`src/rtl/dice_roller.sv`:
```
// dice_roller: rolls up to MAX_DICE dice, faces drawn from a free-running 16-bit LFSR by rejection sampling.
// Build option: define SEED_LOAD_EN to add seed_load/seed_in for reseeding the LFSR while idle.
module dice_roller #(
  parameter logic [15:0] SEED     = 16'hACE1,
  parameter int          MAX_DICE = 8,
  localparam int         CNT_W    = $clog2(MAX_DICE + 1),
  localparam int         SUM_W    = $clog2(MAX_DICE * 100 + 1)
) (
  input  logic             clk,
  input  logic             reset_n,
  input  logic             start,
  input  logic [2:0]       die_sel,
  input  logic [CNT_W-1:0] num_dice,
`ifdef SEED_LOAD_EN
  input  logic             seed_load,
  input  logic [15:0]      seed_in,
`endif
  output logic             busy,
  output logic [6:0]       face,
  output logic             face_valid,
  output logic [SUM_W-1:0] sum,
  output logic             done
);
  localparam logic [15:0]      SEED_EFF = (SEED == 16'h0000) ? 16'h0001 : SEED;
  localparam logic [CNT_W-1:0] MAX_CNT  = CNT_W'(MAX_DICE);

  typedef enum logic [1:0] {IDLE, ROLL, DONE} state_e;

  function automatic logic [6:0] sides_f(input logic [2:0] d);
    case (d)
      3'd0:    sides_f = 7'd4;
      3'd1:    sides_f = 7'd6;
      3'd2:    sides_f = 7'd8;
      3'd3:    sides_f = 7'd10;
      3'd4:    sides_f = 7'd12;
      3'd5:    sides_f = 7'd20;
      3'd6:    sides_f = 7'd100;
      default: sides_f = 7'd2;
    endcase
  endfunction

  // Smallest all-ones mask covering 0..sides-1, so the accept rate stays at or above 1/2.
  function automatic logic [6:0] mask_f(input logic [2:0] d);
    case (d)
      3'd0:          mask_f = 7'd3;
      3'd1, 3'd2:    mask_f = 7'd7;
      3'd3, 3'd4:    mask_f = 7'd15;
      3'd5:          mask_f = 7'd31;
      3'd6:          mask_f = 7'd127;
      default:       mask_f = 7'd1;
    endcase
  endfunction

  state_e           state_q, state_d;
  logic [15:0]      lfsr_q, lfsr_d;
  logic [2:0]       die_q, die_d;
  logic [CNT_W-1:0] n_q, n_d, cnt_q, cnt_d, n_eff;
  logic [6:0]       face_q, face_d, raw;
  logic             fv_q, fv_d, accept;
  logic [SUM_W-1:0] sum_q, sum_d;

  always_comb begin
    if (num_dice == '0)          n_eff = CNT_W'(1);
    else if (num_dice > MAX_CNT) n_eff = MAX_CNT;
    else                         n_eff = num_dice;
  end

  assign raw    = lfsr_q[6:0] & mask_f(die_q);
  assign accept = (raw < sides_f(die_q));

  always_comb begin
    state_d = state_q;
    lfsr_d  = {lfsr_q[14:0], lfsr_q[15] ^ lfsr_q[13] ^ lfsr_q[12] ^ lfsr_q[10]};
    die_d   = die_q;
    n_d     = n_q;
    cnt_d   = cnt_q;
    face_d  = face_q;
    fv_d    = 1'b0;
    sum_d   = sum_q;
    case (state_q)
      IDLE: begin
        if (start) begin
          die_d   = die_sel;
          n_d     = n_eff;
          cnt_d   = '0;
          sum_d   = '0;
          state_d = ROLL;
        end
`ifdef SEED_LOAD_EN
        else if (seed_load) begin
          lfsr_d = (seed_in == 16'h0000) ? 16'h0001 : seed_in;
        end
`endif
      end
      ROLL: begin
        if (accept) begin
          face_d = raw + 7'd1;
          fv_d   = 1'b1;
          sum_d  = sum_q + SUM_W'(raw) + SUM_W'(1);
          cnt_d  = cnt_q + CNT_W'(1);
          if (cnt_q + CNT_W'(1) == n_q) state_d = DONE;
        end
      end
      default: state_d = IDLE;
    endcase
  end

  always_ff @(posedge clk or negedge reset_n) begin
    if (!reset_n) begin
      state_q <= IDLE;
      lfsr_q  <= SEED_EFF;
      die_q   <= '0;
      n_q     <= '0;
      cnt_q   <= '0;
      face_q  <= '0;
      fv_q    <= 1'b0;
      sum_q   <= '0;
    end else begin
      state_q <= state_d;
      lfsr_q  <= lfsr_d;
      die_q   <= die_d;
      n_q     <= n_d;
      cnt_q   <= cnt_d;
      face_q  <= face_d;
      fv_q    <= fv_d;
      sum_q   <= sum_d;
    end
  end

  assign busy       = (state_q != IDLE);
  assign done       = (state_q == DONE);
  assign face       = face_q;
  assign face_valid = fv_q;
  assign sum        = sum_q;

endmodule

```
`config.mk`:
```
export PLATFORM = sky130hd
export DESIGN_NAME = dice_roller
export DESIGN_NICKNAME = d
export VERILOG_FILES = /design/src/rtl/dice_roller.sv
export SDC_FILE = /design/constraint.sdc
export NUM_CORES = 1
export LEC_CHECK = 0
export CORE_ASPECT_RATIO = 1.4
export CORE_MARGIN = 2
export CORE_UTILIZATION = 55
export DETAILED_ROUTE_END_ITERATION = 16
export DONT_BUFFER_PORTS = 1
export GPL_ROUTABILITY_DRIVEN = 0
export HOLD_SLACK_MARGIN = 0.12
export PLACE_DENSITY = 0.8
export SETUP_SLACK_MARGIN = 0.5
export SYNTH_ARGS = -nofsm -noshare
export SYNTH_HDL_FRONTEND = slang
export SYNTH_SLANG_ARGS = --single-unit
```
`constraint.sdc`:
```
create_clock -name clk -period 7 [get_ports clk]
set_input_delay 0.35 -clock clk [delete_from_list [all_inputs] [get_ports clk]]
set_output_delay 0.35 -clock clk [all_outputs]
set_load 0.03 [all_outputs]
```
After elaboration in Yosys (flattened, before gate mapping) --
Index checks and enable logic that the tools add are counted.
Word-level totals: register bits 47, bits in latches 0, memory bits (writable) 0, ROM bits 0, input port bits 10, output and inout port bits 20, word-level logic and storage cells 57, memories 0
Cells by class: $add $sub $neg 4, $mul 0, div/mod/pow operators 0, magnitude comparators 2, eq/ne operators 12, shift-type cells 0, muxes and demuxes 16, bitwise logic cells 4, reductions and logical operators 11
Operators by type and width (count):
- one-hot mux 7 bit (7 select lines) | 1
- one-hot mux 7 bit (5 select lines) | 1
- 2-to-1 mux 10 bit | 2
- one-hot mux 10 bit (2 select lines) | 1
- 2-to-1 mux 4 bit | 4
- adder 10 x 1 -> 10 bit (second input constant) | 1
- adder 10 x 7 -> 10 bit | 1
- equality test 3 bit (second input constant) | 3
- one-hot mux 4 bit (2 select lines) | 1
- adder 7 x 1 -> 7 bit (second input constant) | 1
- bitwise AND 7 bit | 1
- < comparator 7 bit | 1
- equality test 3 x 2 -> 1 bit (second input constant) | 2
- 2-to-1 mux 2 bit | 3
- inequality test 2 bit (second input constant) | 3
- AND reduction 3 bit | 2
- adder 4 x 1 -> 4 bit (second input constant) | 1
- equality test 4 bit | 1
- greater-than comparator 4 bit (second input constant) | 1
- zero test 4 bit | 1
- one-hot mux 2 bit (2 select lines) | 1
- AND reduction 2 bit | 2
- nonzero test 2 bit | 2
- OR reduction 2 bit | 2
- 7 further kinds | 10

Longest topological paths before layout --
Gate-level depths: netlist (run 1).
depth in word-level cells 8, mapped depth 12, gate-level depth less buffers 9

Least setup slack after synthesis (run 1) --
OpenSTA, ideal clock, no wires.
kind flip-flop to flip-flop, start point reg die_q[1], end point reg cnt_q[2], setup time 120 ps, arrival time 2680 ps, required time 6880 ps, slack 4200 ps, stages on the path, launching flop included 10, path buffers 2, clock period less this slack 2800 ps, cell sequence dfrtp_1 > clkbuf_1 > or3_1 > and3_1 > ha_1 > or4_1 > a211o_1 > or2_1 > buf_6 > a31o_2
Between the ends: cells in the longest elaborated chain, start to end 7, elaborated cells on any way between the ends 15, those cells by class order compare (1); eq/ne (7); mux (2); bitwise (1); reduce/logical (4)
Ends and longest elaborated chain:
- start, declared | line 56 | logic [2:0] die_q, die_d;
- start signal, assigned | line 121 | die_q <= die_d;
- equality test 3 bit (tied with other cells) | line 30, 44
- OR reduction 2 bit | line 44 | case (d)
- one-hot mux 7 bit (5 select lines) | line 44
- bitwise AND 7 bit | line 68 | assign raw = lfsr_q[6:0] & mask_f(die_q);
- < comparator 7 bit (*) | line 69 | assign accept = (raw < sides_f(die_q));
- inequality test 2 bit (no line) (*)
- AND reduction 3 bit (no line) (*)
- end signal, assigned | line 123 | cnt_q <= cnt_d;
- end, declared | line 57 | logic [CNT_W-1:0] n_q, n_d, cnt_q, cnt_d, n_eff;
Mark *: on every way between the ends. The rest lies on a longest branch, timed or not. A chain may end at the register's enable or synchronous reset.

Final worst setup path (run 1) --
start point reg die_q[2], end point reg cnt_q[2]
Same word-level chain as after synthesis.

==> results of run 1 <==
-- cell usage after synthesis (2+ instances only) --
cell type,number
a211oi_1,3
a21boi_0,2
a21o_1,2
a21oi_1,4
and2_1,5
and3_1,5
buf_6,2
clkbuf_1,8
dfrtp_1,39
dfstp_2,8
ha_1,13
inv_1,10
mux2_2,4
mux2i_1,4
nand2_1,9
nand2b_1,8
nand3_1,2
nand3b_1,2
nand4_1,3
nor2_1,9
nor2b_1,4
nor3_1,4
nor4_1,2
o211ai_1,11
o21ai_0,18
o21ai_1,9
o221ai_1,3
o31ai_1,4
or2_2,2
xnor2_1,11
xor2_1,7
-- metrics by stage --
step                      worst slack (ps)  area (µm²)  total power, µW  hold slack, ps  instances
after global placement                3720        2460              793            55.6        279
after CTS                             3630        2620             1010             129        289
after detailed placement              3660        2460              801            56.1        279
after global routing                  3400        2630             1090             181        290
final                                 3620        2630             1010             190        290
after floorplan                       4200        2450              767            54.4        231
-- flip-flops by register name, summed over array words and instances (netlist names) --
| name | cells |
|---|---|
| cnt_q | 4 |
| state_q | 2 |
| lfsr_q | 16 |
| die_q | 3 |
| face_valid | 1 |
| sum | 10 |
| n_q | 4 |
| face | 7 |
-- worst reg2reg max path: cells and delay by family (launching register included) --
family | cells | cell delay, ps
AND/OR/NAND/NOR | 4 | 1720
AO/OA/AOI/OAI | 2 | 870
flip-flops | 1 | 480
adder cells (fa/ha/maj) | 1 | 210
-- power breakdown --
group | internal, µW | total, µW | switching, µW
combinational | 151 | 361 | 211
sequential | 330 | 446 | 116
clock | 108 | 202 | 94.5
total | 588 | 1010 | 422
-- metal layers --
metal,GRT usage (%),part of all wire [%],vias up
met5,0,0,-
li1,-,-,818
met3,6.07,4.5,11
met2,30.7,50,31
met4,8.89,2.4,0
met1,25.8,43,806
-- worst min path at each step --
stage                                      end        start  slack [ps]
final                       n_q[3]$_DFFE_PN0P_  num_dice[3]         190
after global routing      die_q[0]$_DFFE_PN0P_   die_sel[0]         180
after CTS                   n_q[0]$_DFFE_PN0P_  num_dice[3]         130
after detailed placement    sum[8]$_DFFE_PN0P_      reset_n          60
after global placement      sum[9]$_DFFE_PN0P_      reset_n          60
after floorplan           cnt_q[0]$_DFFE_PN0P_      reset_n          50
-- cell families after synthesis --
logic type                 synth area share, %
xor gates and xnor gates                  7.40
buffers and inverters                     4.34
DFF                                       48.4
and+or+nand+nor                           13.2
muxes                                     3.47
adders and majority gates                 7.45
AOI/OAI and AO/OA                         15.8
-- area by class of cell --
cell class | count | area, µm² | area share (%)
Clock buffer | 5 | 68.8 | 2.62
Clock inverter | 3 | 46.3 | 1.76
Inverter | 11 | 41.3 | 1.57
Multi-Input combinational cell | 161 | 1160 | 44.2
Sequential cell | 47 | 1190 | 45.2
Tap cell | 60 | 75.1 | 2.86
Timing Repair Buffer | 3 | 47.5 | 1.81
==> results.cfg, run 1 <==
[run_status]
status = completed

[yosys]
ys_dominant_reg_cell = dfrtp_1
yosys_warnings = 0
syn_nets = 255
async_flop_share_pct = 100
synthTopCellsByArea = dfrtp_1 40%, dfstp_2 8.6%, ha_1 6.6%
yosys_register_bits = 47
synth_area_leader_cell = dfrtp_1
seq_area_frac_synth_pct = 48.4
synth_cells = 231
ys_types = 45
synth_area_um2 = 2450
synth.avg_cell_area_um2 = 10.6
yosysTopAreaCellShare_pct = 39.8
synth-edff-count = 0

[placement]
numPortBuffers = 0
place_hpwl_um = 3030

[power]
leakage_uw = 0.00118
powerDensity_nw_per_um2 = 384
irDropWorstVdd_v = 0.000186

[critical_path]
cp.depth = 7
crit_required_ps = 7200
path_class = reg -> reg
rr_worst_depth = 7
crit_fanout = 25
crit_chain = or3_1, and3_1, ha_1, or4_1, a211o_1, or2_1, a31o_2
crit_end = cnt_q[2]$_DFFE_PN0P_
critical_path_arrival_ps = 3580
cp.buffers_inverters = 0
r2r-start = die_q[2]$_DFFE_PN0P_
reg2reg_setup_slack_ps = 3620
startpoint_type = flop
cpPeakStageDelay_ps = 560
cp_top_family = simple AND/OR/NAND/NOR gates
cp-end-kind = flop
rr_endpoint = cnt_q[2]$_DFFE_PN0P_
crit_start = die_q[2]$_DFFE_PN0P_
critPathSlowestCell = or2_1

[timing]
clock.fmax_mhz = 296
tightest_slew_ps = 711
rsz0062_at_grt = no
setup_viol = 0
tns_ps = 0
slew_violations = 0
maxSlewHeadroom_pct = 52.6
min_period_ps = 3380
post-route-period-util_pct = 48.3
fin_worst_skew_ps = 6.80
final-hold-violation-count = 0

[floorplan]
dieArea_um2 = 5020
core_um2 = 4270
die_y_um = 83.0
core.rowCount = 28
initial_core_util_pct = 57.4
die_x_um = 60.4
io_pins = 30

[cts]
numCtsBuffers = 5
cts-hold-fix-buffers = 2
cts-root-buf = clkbuf_8
clk_latency_ps = 300
clockBufferDepth = 2
post_cts_buffers = 0
cts_tree = built
htreeDepth = 2
path_clk_slew_ps = 90
cts.repair.resized = 0
cts_sinks = 47

[final_layout]
postLayoutCoreUtil_pct = 61.4
layout_common_cells = 39 x dfrtp_1, 18 x o21ai_0, 13 x ha_1, 11 x xnor2_1, 11 x o211ai_1
area_growth_pct = 7.04
layout.nets = 253
layout_commonest_cell = dfrtp_1
n_antenna_cell = 0
fill_cells = 367
layout-drive-gt1-share_pct = 10.9

[global_routing]
antenna_found_initial = 0
first_global_vias = 1664
grt_usage_pct = 20.1
grt_start_max_net_pins = 48
overflow = 0
grt_first_pass_wirelength_um = 7620

[hold_path]
hold_depth = 1
hold_class = in -> reg

[drt]
drt_iter0_drc = 73
vias_per_cell = 5.74
drt_pre_antenna_iters = 4
routed-via-count = 1666
drc_errors = 0
routed_wl_um = 4400
drtAntennaViolNets = 0
wl_per_cell_um = 15.2

[flow_run]
maxCapViolations = 0
Power figures use the tool's default switching activity.
==> run 2: changes to the inputs <==
==> constraint.sdc (replaced) <==
create_clock -name clk -period 3.4 [get_ports clk]
set_input_delay 0.17 -clock clk [delete_from_list [all_inputs] [get_ports clk]]
set_output_delay 0.17 -clock clk [all_outputs]
set_load 0.03 [all_outputs]
==> results.cfg, run 2 (synthesized netlist as in run 1, its figures left out) <==
[run_status]
status = completed

[critical_path]
crit_end = sum[7]$_DFFE_PN0P_
r2r-start = die_q[1]$_DFFE_PN0P_
critical_path_arrival_ps = 3100
crit_start = die_q[1]$_DFFE_PN0P_
reg2reg_setup_slack_ps = 520
cp-end-kind = flop
rr_worst_depth = 8
path_class = reg -> reg
rr_endpoint = sum[7]$_DFFE_PN0P_
crit_fanout = 24
crit_required_ps = 3620
startpoint_type = flop

[floorplan]
initial_core_util_pct = 57.4
core_um2 = 4270
die_x_um = 60.4
die_y_um = 83.0
dieArea_um2 = 5020
core.rowCount = 28
io_pins = 30

[timing]
min_period_ps = 2880
final-hold-violation-count = 0
tns_ps = 0
post-route-period-util_pct = 84.7
setup_viol = 0
slew_violations = 0
rsz0062_at_grt = yes
fin_worst_skew_ps = 8.67
setup_slack_ps = 520
tightest_slew_ps = 570
clock.fmax_mhz = 347
maxSlewHeadroom_pct = 61.9

[global_routing]
antenna_found_initial = 0
grt_first_pass_wirelength_um = 8290
overflow = 0
grt_usage_pct = 21.7
grt_start_max_net_pins = 48
first_global_vias = 1707

[final_layout]
finish.cell_count_without_fillers = 302
seqCellArea_um2 = 1190
n_antenna_cell = 0
layout_commonest_cell = dfrtp_1
layout-drive-gt1-share_pct = 16.1
postLayoutCellArea_um2 = 2790
area_growth_pct = 13.7
postLayoutCoreUtil_pct = 65.3
largest_reg_flops = 16
layout.nets = 265
layout_common_cells = 36 x dfrtp_1, 17 x o21ai_0, 13 x ha_1, 11 x xnor2_1, 11 x o211ai_1
fill_cells = 348
largest-register = lfsr_q
multi_input_area_um2 = 1200

[drt]
drt_iter0_drc = 37
vias_per_cell = 5.79
routed-via-count = 1749
drtAntennaViolNets = 0
drt_pre_antenna_iters = 4
routed_wl_um = 4770
drc_errors = 0
wl_per_cell_um = 15.8

[power]
p_clk_share_pct = 18.6
sw_frac_of_total_pct = 41.6
powerDensity_nw_per_um2 = 795
p_int_uw = 1300
seqPwrFrac_pct = 40.9
leakage_uw = 0.00124
p_comb_share_pct = 40.5
irDropWorstVdd_v = 0.000585
switchingPower_uw = 922

[hold_path]
hold_class = in -> reg

[placement]
numPortBuffers = 0
preCtsSetupSlack_ps = 407
numPlacedInstances = 282
place_area_um2 = 2480
place_hpwl_um = 3130

[flow_run]
maxCapViolations = 0

[cts]
cts_sinks = 47
clockBufferDepth = 2
numCtsBuffers = 5
clk_latency_ps = 300
path_clk_slew_ps = 90
htreeDepth = 2
cts_tree = built
cts-root-buf = clkbuf_8
run 2: area by class of cell:
cell class | instances | area share (%)
clock inverter | 3 | 1.66
sequential | 47 | 42.7
timing repair buffer | 15 | 5.92
multi-input combinational | 161 | 43.1
inverter | 11 | 1.48
clock buffer | 5 | 2.47
tap | 60 | 2.69
run 2: through the flow:
step	power, µW	hold slack (ps)
2_1_floorplan	1580	-126
3_3_place_gp	1660	-124
6_report	2220	235
4_1_cts	2160	222
5_1_grt	2380	246
3_5_place_dp	1690	-124
run 2: repair_timing:
item / 4_1_cts / 5_1_grt
pin swaps: 0 / 2
buffers inserted: 1 / 2
endpoints found under the setup margin: 12 / 18
resized for setup: 6 / 9
hold buffers: 9 / 0
hold endpoints to repair: 54 / 0
run 2: power groups by stage:
stage	clock (µW)	sequential, µW	combinational, µW
CTS	427	908	826
global route	448	929	1000
detailed placement	0	929	761
floorplan	0	858	721
global placement	0	922	741
finish	413	907	897
run 2: worst max-delay path: stages (launching register included):
cell and delay (ps):
dfrtp_2 450, or3_1 400, and3_4 220, ha_1 190, or4_1 510, a211o_1 350, buf_12 180, nor4_4 260
mux2i_1 240
run 2: worst min path at each step:
stage | start | end | slack [ps] | depth (start not counted)
after global routing | start | sum[1]$_DFFE_PN0P_ | 250 | 3
after global placement | reset_n | sum[8]$_DFFE_PN0P_ | -120 | 0
final | start | sum[1]$_DFFE_PN0P_ | 230 | 3
after floorplan | reset_n | cnt_q[0]$_DFFE_PN0P_ | -130 | 0
after detailed placement | reset_n | sum[8]$_DFFE_PN0P_ | -120 | 0
after CTS | start | sum[1]$_DFFE_PN0P_ | 220 | 3
run 2: per-layer routing:
metal	share of wire, %	up-vias	global-route usage, %
met5	0	-	0
met4	1.4	0	7.31
met3	4.4	7	5.92
met2	51	36	33.3
met1	43	865	29.5
li1	-	841	-
